`config.mk`:
```
export PLATFORM = sky130hd
export DESIGN_NAME = mem_bus_arbiter
export DESIGN_NICKNAME = d
export VERILOG_FILES = /design/src/rtl/mem_bus_pkg.sv /design/src/rtl/mem_bus_timeout_counter.sv /design/src/rtl/mem_bus_arbiter.sv
export SDC_FILE = /design/constraint.sdc
export NUM_CORES = 1
export LEC_CHECK = 0
export CORE_AREA = 2 2 108 110
export DETAILED_ROUTE_END_ITERATION = 6
export DIE_AREA = 0 0 110 112
export PLACE_DENSITY = 0.85
export SYNTH_ARGS = -nofsm -noshare
export SYNTH_HDL_FRONTEND = slang
export SYNTH_SLANG_ARGS = --single-unit
```
`constraint.sdc`:
```
create_clock -name clk -period 2.35 [get_ports clk]
set_clock_uncertainty 0.15 [all_clocks]
set_input_delay 0.47 -clock clk [delete_from_list [all_inputs] [get_ports clk]]
set_output_delay 0.47 -clock clk [all_outputs]
set_load 0.02 [all_outputs]
```
`src/rtl/mem_bus_pkg.sv`:
```
// Shared types and helpers for the unified memory-port arbiter.
package mem_bus_pkg;

  typedef enum logic [1:0] {
    IDLE      = 2'd0,
    IMEM_BUSY = 2'd1,
    DMEM_BUSY = 2'd2
  } state_e;

  typedef enum logic [1:0] {
    OWN_NONE = 2'b00,
    OWN_IMEM = 2'b01,
    OWN_DMEM = 2'b10
  } owner_e;

  // Bits needed to hold values 0..max_val inclusive (at least one bit).
  function automatic int unsigned cnt_width(input int unsigned max_val);
    return (max_val < 1) ? 1 : $clog2(max_val + 1);
  endfunction

endpackage

```
`src/rtl/mem_bus_timeout_counter.sv`:
```
// Wait-state counter: counts enabled cycles and flags expiry on the
// cycle the count reaches limit_i-1. A limit of zero never expires.
module bus_timeout_counter
  import mem_bus_pkg::*;
#(
  parameter int unsigned MAX_LIMIT = 16,
  localparam int unsigned CNT_W    = cnt_width(MAX_LIMIT)
) (
  input  logic             clk,
  input  logic             rst_n,
  input  logic             clear_i,
  input  logic             enable_i,
  input  logic [CNT_W-1:0] limit_i,
  output logic             expire_o
);

  localparam logic [CNT_W-1:0] ONE = CNT_W'(1);

  logic [CNT_W-1:0] cnt_q, cnt_d;
  logic             at_limit;

  assign at_limit = (limit_i != '0) && (cnt_q == (limit_i - ONE));
  assign expire_o = enable_i && at_limit;

  always_comb begin
    cnt_d = cnt_q;
    if (clear_i) begin
      cnt_d = '0;
    end else if (enable_i && !at_limit) begin
      cnt_d = cnt_q + ONE;
    end
  end

  always_ff @(posedge clk or negedge rst_n) begin
    if (!rst_n) begin
      cnt_q <= '0;
    end else begin
      cnt_q <= cnt_d;
    end
  end

endmodule

```
`src/rtl/mem_bus_arbiter.sv`:
```
// Registered imem/dmem arbiter for the single memory port: dmem priority
// with a fetch starvation guard, fields latched at grant, wait-state timeout.
module mem_bus_arbiter
  import mem_bus_pkg::*;
#(
  parameter int unsigned ADDR_W          = 32,
  parameter int unsigned DATA_W          = 32,
  parameter int unsigned TIMEOUT_CYCLES  = 16,
  parameter int unsigned DMEM_STREAK_MAX = 4,
  localparam int unsigned STRB_W         = DATA_W / 8
) (
  input  logic              clk,
  input  logic              rst_n,
  input  logic              imem_req,
  input  logic [ADDR_W-1:0] imem_addr,
  output logic [DATA_W-1:0] imem_rdata,
  output logic              imem_ready,
  output logic              imem_err,
  input  logic              dmem_req,
  input  logic              dmem_we,
  input  logic [ADDR_W-1:0] dmem_addr,
  input  logic [DATA_W-1:0] dmem_wdata,
  input  logic [STRB_W-1:0] dmem_wstrb,
  output logic [DATA_W-1:0] dmem_rdata,
  output logic              dmem_ready,
  output logic              dmem_err,
  output logic              mem_req,
  output logic              mem_we,
  output logic [ADDR_W-1:0] mem_addr,
  output logic [DATA_W-1:0] mem_wdata,
  output logic [STRB_W-1:0] mem_wstrb,
  input  logic [DATA_W-1:0] mem_rdata,
  input  logic              mem_ready,
  output logic [1:0]        bus_owner
);

  localparam int unsigned TO_W   = cnt_width(TIMEOUT_CYCLES);
  localparam int unsigned STK_W  = cnt_width(DMEM_STREAK_MAX);
  localparam logic [TO_W-1:0]  TO_LIMIT = TO_W'(TIMEOUT_CYCLES);
  localparam logic [STK_W-1:0] STK_MAX  = STK_W'(DMEM_STREAK_MAX);
  localparam logic [STK_W-1:0] STK_ONE  = STK_W'(1);

  state_e            state_q, state_d;
  logic              mem_req_q, mem_req_d;
  logic              mem_we_q, mem_we_d;
  logic [ADDR_W-1:0] mem_addr_q, mem_addr_d;
  logic [DATA_W-1:0] mem_wdata_q, mem_wdata_d;
  logic [STRB_W-1:0] mem_wstrb_q, mem_wstrb_d;
  logic [STK_W-1:0]  streak_q, streak_d;

  logic   imem_busy, dmem_busy, busy;
  logic   dmem_wins;
  logic   expire;
  owner_e owner;

  assign imem_busy = (state_q == IMEM_BUSY);
  assign dmem_busy = (state_q == DMEM_BUSY);
  assign busy      = imem_busy || dmem_busy;
  assign dmem_wins = dmem_req && (!imem_req || (streak_q < STK_MAX));

  bus_timeout_counter #(
    .MAX_LIMIT (TIMEOUT_CYCLES)
  ) u_timeout (
    .clk      (clk),
    .rst_n    (rst_n),
    .clear_i  (state_q == IDLE),
    .enable_i (busy && !mem_ready),
    .limit_i  (TO_LIMIT),
    .expire_o (expire)
  );

  always_comb begin
    state_d     = state_q;
    mem_req_d   = mem_req_q;
    mem_we_d    = mem_we_q;
    mem_addr_d  = mem_addr_q;
    mem_wdata_d = mem_wdata_q;
    mem_wstrb_d = mem_wstrb_q;
    streak_d    = streak_q;
    unique case (state_q)
      IDLE: begin
        if (!imem_req) begin
          streak_d = '0;
        end
        if (dmem_wins) begin
          state_d     = DMEM_BUSY;
          mem_req_d   = 1'b1;
          mem_we_d    = dmem_we;
          mem_addr_d  = dmem_addr;
          mem_wdata_d = dmem_wdata;
          mem_wstrb_d = dmem_we ? dmem_wstrb : '0;
          if (imem_req && (streak_q != STK_MAX)) begin
            streak_d = streak_q + STK_ONE;
          end
        end else if (imem_req) begin
          state_d     = IMEM_BUSY;
          mem_req_d   = 1'b1;
          mem_we_d    = 1'b0;
          mem_addr_d  = imem_addr;
          mem_wdata_d = '0;
          mem_wstrb_d = '0;
          streak_d    = '0;
        end
      end
      IMEM_BUSY, DMEM_BUSY: begin
        // expire is already suppressed when mem_ready is high, so a
        // coincident response completes normally.
        if (mem_ready || expire) begin
          state_d   = IDLE;
          mem_req_d = 1'b0;
        end
      end
      default: begin
        state_d   = IDLE;
        mem_req_d = 1'b0;
      end
    endcase
  end

  always_ff @(posedge clk or negedge rst_n) begin
    if (!rst_n) begin
      state_q     <= IDLE;
      mem_req_q   <= 1'b0;
      mem_we_q    <= 1'b0;
      mem_addr_q  <= '0;
      mem_wdata_q <= '0;
      mem_wstrb_q <= '0;
      streak_q    <= '0;
    end else begin
      state_q     <= state_d;
      mem_req_q   <= mem_req_d;
      mem_we_q    <= mem_we_d;
      mem_addr_q  <= mem_addr_d;
      mem_wdata_q <= mem_wdata_d;
      mem_wstrb_q <= mem_wstrb_d;
      streak_q    <= streak_d;
    end
  end

  always_comb begin
    unique case (state_q)
      IMEM_BUSY: owner = OWN_IMEM;
      DMEM_BUSY: owner = OWN_DMEM;
      default:   owner = OWN_NONE;
    endcase
  end

  assign imem_ready = imem_busy && mem_ready;
  assign dmem_ready = dmem_busy && mem_ready;
  assign imem_err   = imem_busy && expire;
  assign dmem_err   = dmem_busy && expire;
  assign imem_rdata = imem_ready ? mem_rdata : '0;
  assign dmem_rdata = dmem_ready ? mem_rdata : '0;

  assign mem_req   = mem_req_q;
  assign mem_we    = mem_we_q;
  assign mem_addr  = mem_addr_q;
  assign mem_wdata = mem_wdata_q;
  assign mem_wstrb = mem_wstrb_q;
  assign bus_owner = owner;

endmodule

```
* Word-level counts from Yosys, hierarchy flattened
Cells that the tools add are included.
Cells by class: $lt $le $gt $ge 1, add/sub/neg operators 2, multiply operators 0, shifts and indexed selects 0, bitwise logic cells 0, multiplexer cells 26, reduce and logical (&&, ||, !) cells 21, div/mod/pow operators 0, equal/unequal tests 6
Operators by type and width (number):
- 32-bit two-way mux | 6
- 3-bit two-way mux | 4
- 4-bit two-way mux | 3
- 5-bit two-way mux | 2
- 1-bit logical AND | 9
- 2-bit one-hot mux with 2 select lines | 2
- 2-bit two-way mux | 3
- 3-bit inequality test (second input constant) | 2
- 5-bit by 1-bit adder with 5-bit output (second input constant) | 1
- 5-bit by 4-bit == test with 1-bit output (second input constant) | 1
- 1-bit two-way mux | 5
- 2-bit AND reduction | 2
- 2-bit nonzero test | 2
- 3-bit by 1-bit adder with 3-bit output (second input constant) | 1
- 1-bit logical NOT | 3
- 1-bit logical OR | 3
- 3-bit less-than comparator (second input constant) | 1
- 2-bit by 1-bit == test with 1-bit output (second input constant) | 1
- 2-bit == test (second input constant) | 1
- 2-bit logical NOT | 1
- 2-bit inequality test (second input constant) | 1
- 1-bit one-hot mux with 2 select lines | 1
- 2-bit OR reduction | 1
Word-level totals: memories kept 0, bits in latches 0, flip-flop bits (word level) 80, ROM bits 0, word-level logic and storage cells 64, output and inout port bits 140, bits in writable memories 0, bits of input ports 138

* Depth between registers and ports, before layout
word-level depth 7, gate-level depth with buffers 6

* Modules after synthesis
A second synthesis with hierarchy kept.
Unflattened totals: cells, all modules 420, area, all modules 4075.2 um^2
Modules (own cells, without submodules):
- mem_bus_arbiter | times used 1, cells each 379, area an instance 3664.8 um^2, seq. area each 1876.8 um^2
- bus_timeout_counter | times used 1, cells each 41, area an instance 410.4 um^2, seq. area each 125.1 um^2

* Worst setup path before layout
No wires, ideal clock.
kind reg-to-reg, from register u_timeout.cnt_q[0], to register u_timeout.cnt_q[3], cell stages (with the launch flop) 7, library setup time 0.078 ns, data arrival time 1.822 ns, path slack 0.300 ns, clock period less this slack 2.050 ns, buffers on the path 0, cells stage by stage dfrtp_1 ha_1 and3_1 ha_1 or3b_4 or3_1 a21oi_1
On the way: cells in the longest elaborated chain, start to end 4
RTL lines:
- start, declared | line mem_bus_timeout_counter.sv:19 | logic [CNT_W-1:0] cnt_q, cnt_d;
- start signal, assigned | line mem_bus_timeout_counter.sv:38 | cnt_q <= cnt_d;
- parallel branches: the longest is 4 deep, another holds 5-bit by 1-bit adder with 5-bit output
Several ways; the timed one is not identified. The select of a mux whose other input is x is not followed. A chain may end at the register's enable or synchronous reset.

* Worst setup path after layout
from register state_q[1], to output port dmem_rdata[30]
On the way: cells in the longest elaborated chain, start to end 3
RTL lines:
- start, declared | line mem_bus_arbiter.sv:43 | state_e state_q, state_d;
- start signal, assigned | line mem_bus_arbiter.sv:130 | state_q <= state_d;
- 2-bit == test | line mem_bus_arbiter.sv:57 | assign dmem_busy = (state_q == DMEM_BUSY);
- 1-bit logical AND | line mem_bus_arbiter.sv:149 | assign dmem_ready = dmem_busy && mem_ready;
- 32-bit two-way mux | line mem_bus_arbiter.sv:153 | assign dmem_rdata = dmem_ready ? mem_rdata : '0;
- end, declared | line mem_bus_arbiter.sv:24 | output logic [DATA_W-1:0] dmem_rdata,
No other way between the ends.

==> results.sh <==
export IMPL_rsz0062_at_grt="false"
export IMPL_timing_rr_start="state_q[0]$_DFFE_PN0P_"
export IMPL_io_pins=278
export IMPL_setup_viol=0
export IMPL_wl_met1_um=5170
export IMPL_synthDistinctLibCells=27
export IMPL_pre_cts_ws_ns=-0.352
export IMPL_fin_crit_ns=2.28
export IMPL_synth_most_common_cell="dfrtp_1"
export IMPL_synthFlopType="dfrtp_1"
export IMPL_worstPathBufferInverterCount=3
export IMPL_status="complete, no violations"
export IMPL_grt_max_degree=47
export IMPL_synth_async_reset_ratio_pct=100
export IMPL_cp_slowest_cell="dfrtp_1"
export IMPL_min_path_type="flip-flop to flip-flop"
export IMPL_cap_violations=0
export IMPL_path_delay_family="buffers and inverters"
export IMPL_cp_start_kind="flip-flop"
export IMPL_p_int_mw=4.86
export IMPL_clk_pin_slew_worst_paths_ns=0.06
export IMPL_die_area_um2=12300
export IMPL_num_vias=4257
export IMPL_final_util_pct=62.6
export IMPL_rows=39
export IMPL_slew_headroom_pct=29.4
export IMPL_worstRegToRegCells=5
export IMPL_antenna_found_initial=0
export IMPL_root_buffer="clkbuf_16"
export IMPL_core_area_um2=11200
export IMPL_cp_slowest_stage_delay_ns=0.37
export IMPL_cp_arrival_ns=1.66
export IMPL_dpl_hpwl_um=10700
export IMPL_switching_share_pct=39.2
export IMPL_cts_max_level=3
export IMPL_synth_top_cell_by_area="dfrtp_1"
export IMPL_clock_path_buffers=2
export IMPL_syn_inst=399
export IMPL_dpl_instance_area_um2=6950
export IMPL_yosysWarnings=0
export IMPL_fin_nets=824
export IMPL_power_share_clock_pct=16.9
export IMPL_first_iter_violations=402
export IMPL_powerDensity_nw_per_um2=1140
export IMPL_worstSetupPathType="flip-flop to primary output"
export IMPL_ys_top_cells_by_area="dfrtp_1, and3_1, a21oi_1"
export IMPL_power_frac_seq_pct=28.9
export IMPL_drtAntennaViolNets=0
export IMPL_clk_latency_ns=0.32
export IMPL_setup_tns_ns=0
export IMPL_seq_area_frac_synth_pct=52.3
export IMPL_cp_required_ns=1.73
export IMPL_reg2reg_to="mem_wstrb[1]$_DFFE_PN0P_"
export IMPL_r2r_slack_ns=0.27
export IMPL_min_path_cells=1
export IMPL_cts_sink_count=80
export IMPL_hold_viol_final=0
export IMPL_synth_seq_cells=80
export IMPL_setup_ws_ns=0.0672
export IMPL_post_route_drc_count=0
export IMPL_antenna_cells=0
export IMPL_min_to="mem_wdata[24]$_DFFE_PN0P_"
export IMPL_routedWlPerCell_um=17.5
export IMPL_die_w_um=110
export IMPL_grtUsageTotal_pct=23.2
export IMPL_worst_pin_slew_ns=1.06
export IMPL_grt_pass1_vias=4192
export IMPL_ir_worst_vdd_v=0.000865
export IMPL_wl_met2_um=7280
export IMPL_firstDrtPassIters=4
export IMPL_crit_path_cell_trace="buf_4, ha_1, buf_12, and3_1, clkdlybuf4s15_1"
export IMPL_netlist_top_cells_count="dfrtp_1, a21oi_1, and3_1, nor2_1, nand2_1"
export IMPL_p_switching_mw=3.14
export IMPL_routed_via_density=5.17
export IMPL_synth_edf_count=0
export IMPL_max_freq_mhz=438
export IMPL_hp_start="mem_wdata[24]$_DFFE_PN0P_"
export IMPL_fin_area_um2=6990
export IMPL_drive_gt1_share_pct=15.3
export IMPL_synth_top_area_share_pct=52.3
export IMPL_maxSlewViolCount=0
export IMPL_start_util_pct=34.2
export IMPL_portBuffers=277
export IMPL_critPathMaxFanout=34
export IMPL_end_kind="primary output"
export IMPL_grt_ovfl_total=0
export IMPL_wl_met3_um=1560
export IMPL_area_growth_pct=82.8
export IMPL_cts_tree="yes"
export IMPL_fin_crit_sh_pct=97.1
export IMPL_gp_congestion=0.859
export IMPL_syn_area_per_cell_um2=9.59
export IMPL_synth_nets=546
export IMPL_cts_buffers=9
export IMPL_synth_area_um2=3820
export IMPL_p_leak_nw=3.35
export IMPL_highest_layer="met4"
export IMPL_pwr_share_comb_pct=54.2
export IMPL_grt_pass1_wl_um=22000
export IMPL_die_h_um=112
export IMPL_wl_um=14400
worst register-to-register path: cells and delay by family (launching register included):
family                     cells  cell delay (ns)
and+or+nand+nor                1             0.10
DFF                            1             0.37
adders and majority gates      1             0.19
buffers and inverters          1             0.11
AOI/OAI and AO/OA              2             1.10
per-layer routing:
layer  vias to the layer above  global-route usage (%)
li1                       1970                       -
met1                      2009                    26.4
met2                       252                    39.4
met3                        26                    7.67
met4                         0                    9.45
met5                         -                       0
registers in the layout, summed over array words and instances (netlist names):
register and cells:
streak_q 3, mem_we 1, u_timeout.cnt_q 5, mem_addr 32, state_q 2, mem_wdata 32
mem_req 1, mem_wstrb 4
timing repair:
action                                  4_1_cts  5_1_grt
endpoints found under the setup margin       68       66
hold buffers                                  1        0
gates resized for setup                      78      119
hold endpoints to repair                     35        0
gates cloned                                  1        0
buffers inserted                              0        0
power by group through the flow:
stage | combinational (mW) | sequential (mW) | clock (mW)
CTS | 4.37 | 2.31 | 1.40
global route | 4.64 | 2.38 | 1.47
finish | 4.33 | 2.31 | 1.35
floorplan | 1.50 | 2.97 | 0
detailed placement | 4.44 | 2.32 | 0
global placement | 4.33 | 2.30 | 0
worst max-delay path by stage:
stage                                        start  slack [ns]  cells after the start                        endpoint
floorplan           u_timeout.cnt_q[0]$_DFFE_PN0P_        0.30                      6  u_timeout.cnt_q[3]$_DFFE_PN0P_
global placement                         mem_ready       -0.34                      5                        dmem_err
detailed placement                       mem_ready       -0.35                      5                        dmem_err
CTS                         state_q[0]$_DFFE_PN0P_       0.003                      5                  imem_rdata[25]
global route                state_q[0]$_DFFE_PN0P_      0.0005                      5                   dmem_rdata[1]
finish                      state_q[1]$_DFFE_PN0P_        0.07                      5                  dmem_rdata[30]
per-stage QoR:
| stage | hold WS [ns] | total power, mW | instances |
|---|---|---|---|
| 3_5_place_dp | 0.330 | 6.76 | 807 |
| 6_report | 0.347 | 8.00 | 823 |
| 2_1_floorplan | 0.0244 | 4.48 | 399 |
| 4_1_cts | 0.353 | 8.08 | 823 |
| 5_1_grt | 0.366 | 8.49 | 823 |
| 3_3_place_gp | 0.326 | 6.63 | 807 |
cells by family (layout without fill, tap and decap cells):
group	Yosys count	after routing	share of synthesized area, %
buffers and inverters	42	323	4.45
and+or+nand+nor	147	147	19.7
AOI/OAI and AO/OA	119	119	20.2
xor gates and xnor gates	2	2	0.458
adders and majority gates	9	9	2.94
DFF	80	80	52.3
cell usage in the layout, fill, tap and decap left out, types with 2 or more instances in the layout:
cell type	Yosys	final
nand2_1	35	35
xnor2_1	2	2
inv_1	6	6
clkdlybuf4s50_1	0	207
clkbuf_2	0	55
ha_1	9	8
clkbuf_16	0	9
buf_4	0	16
buf_12	0	9
buf_2	10	2
and3_1	67	67
and2_1	2	2
clkdlybuf4s15_1	0	11
dfrtp_1	80	80
a32o_1	7	7
a21oi_1	69	68
o21ai_0	4	4
nor2_1	37	37
a22o_1	33	33
final cells by class:
type                       instances  area (um2)
fill                             909        4180
timing repair buffer             303        2820
sequential                        80        2000
multi-input combinational        277        1680
clock buffer                      11         243
tap                              143         179
clock inverter                     3        43.8
inverter                           6        22.5
(Power assumes the default switching activity.)
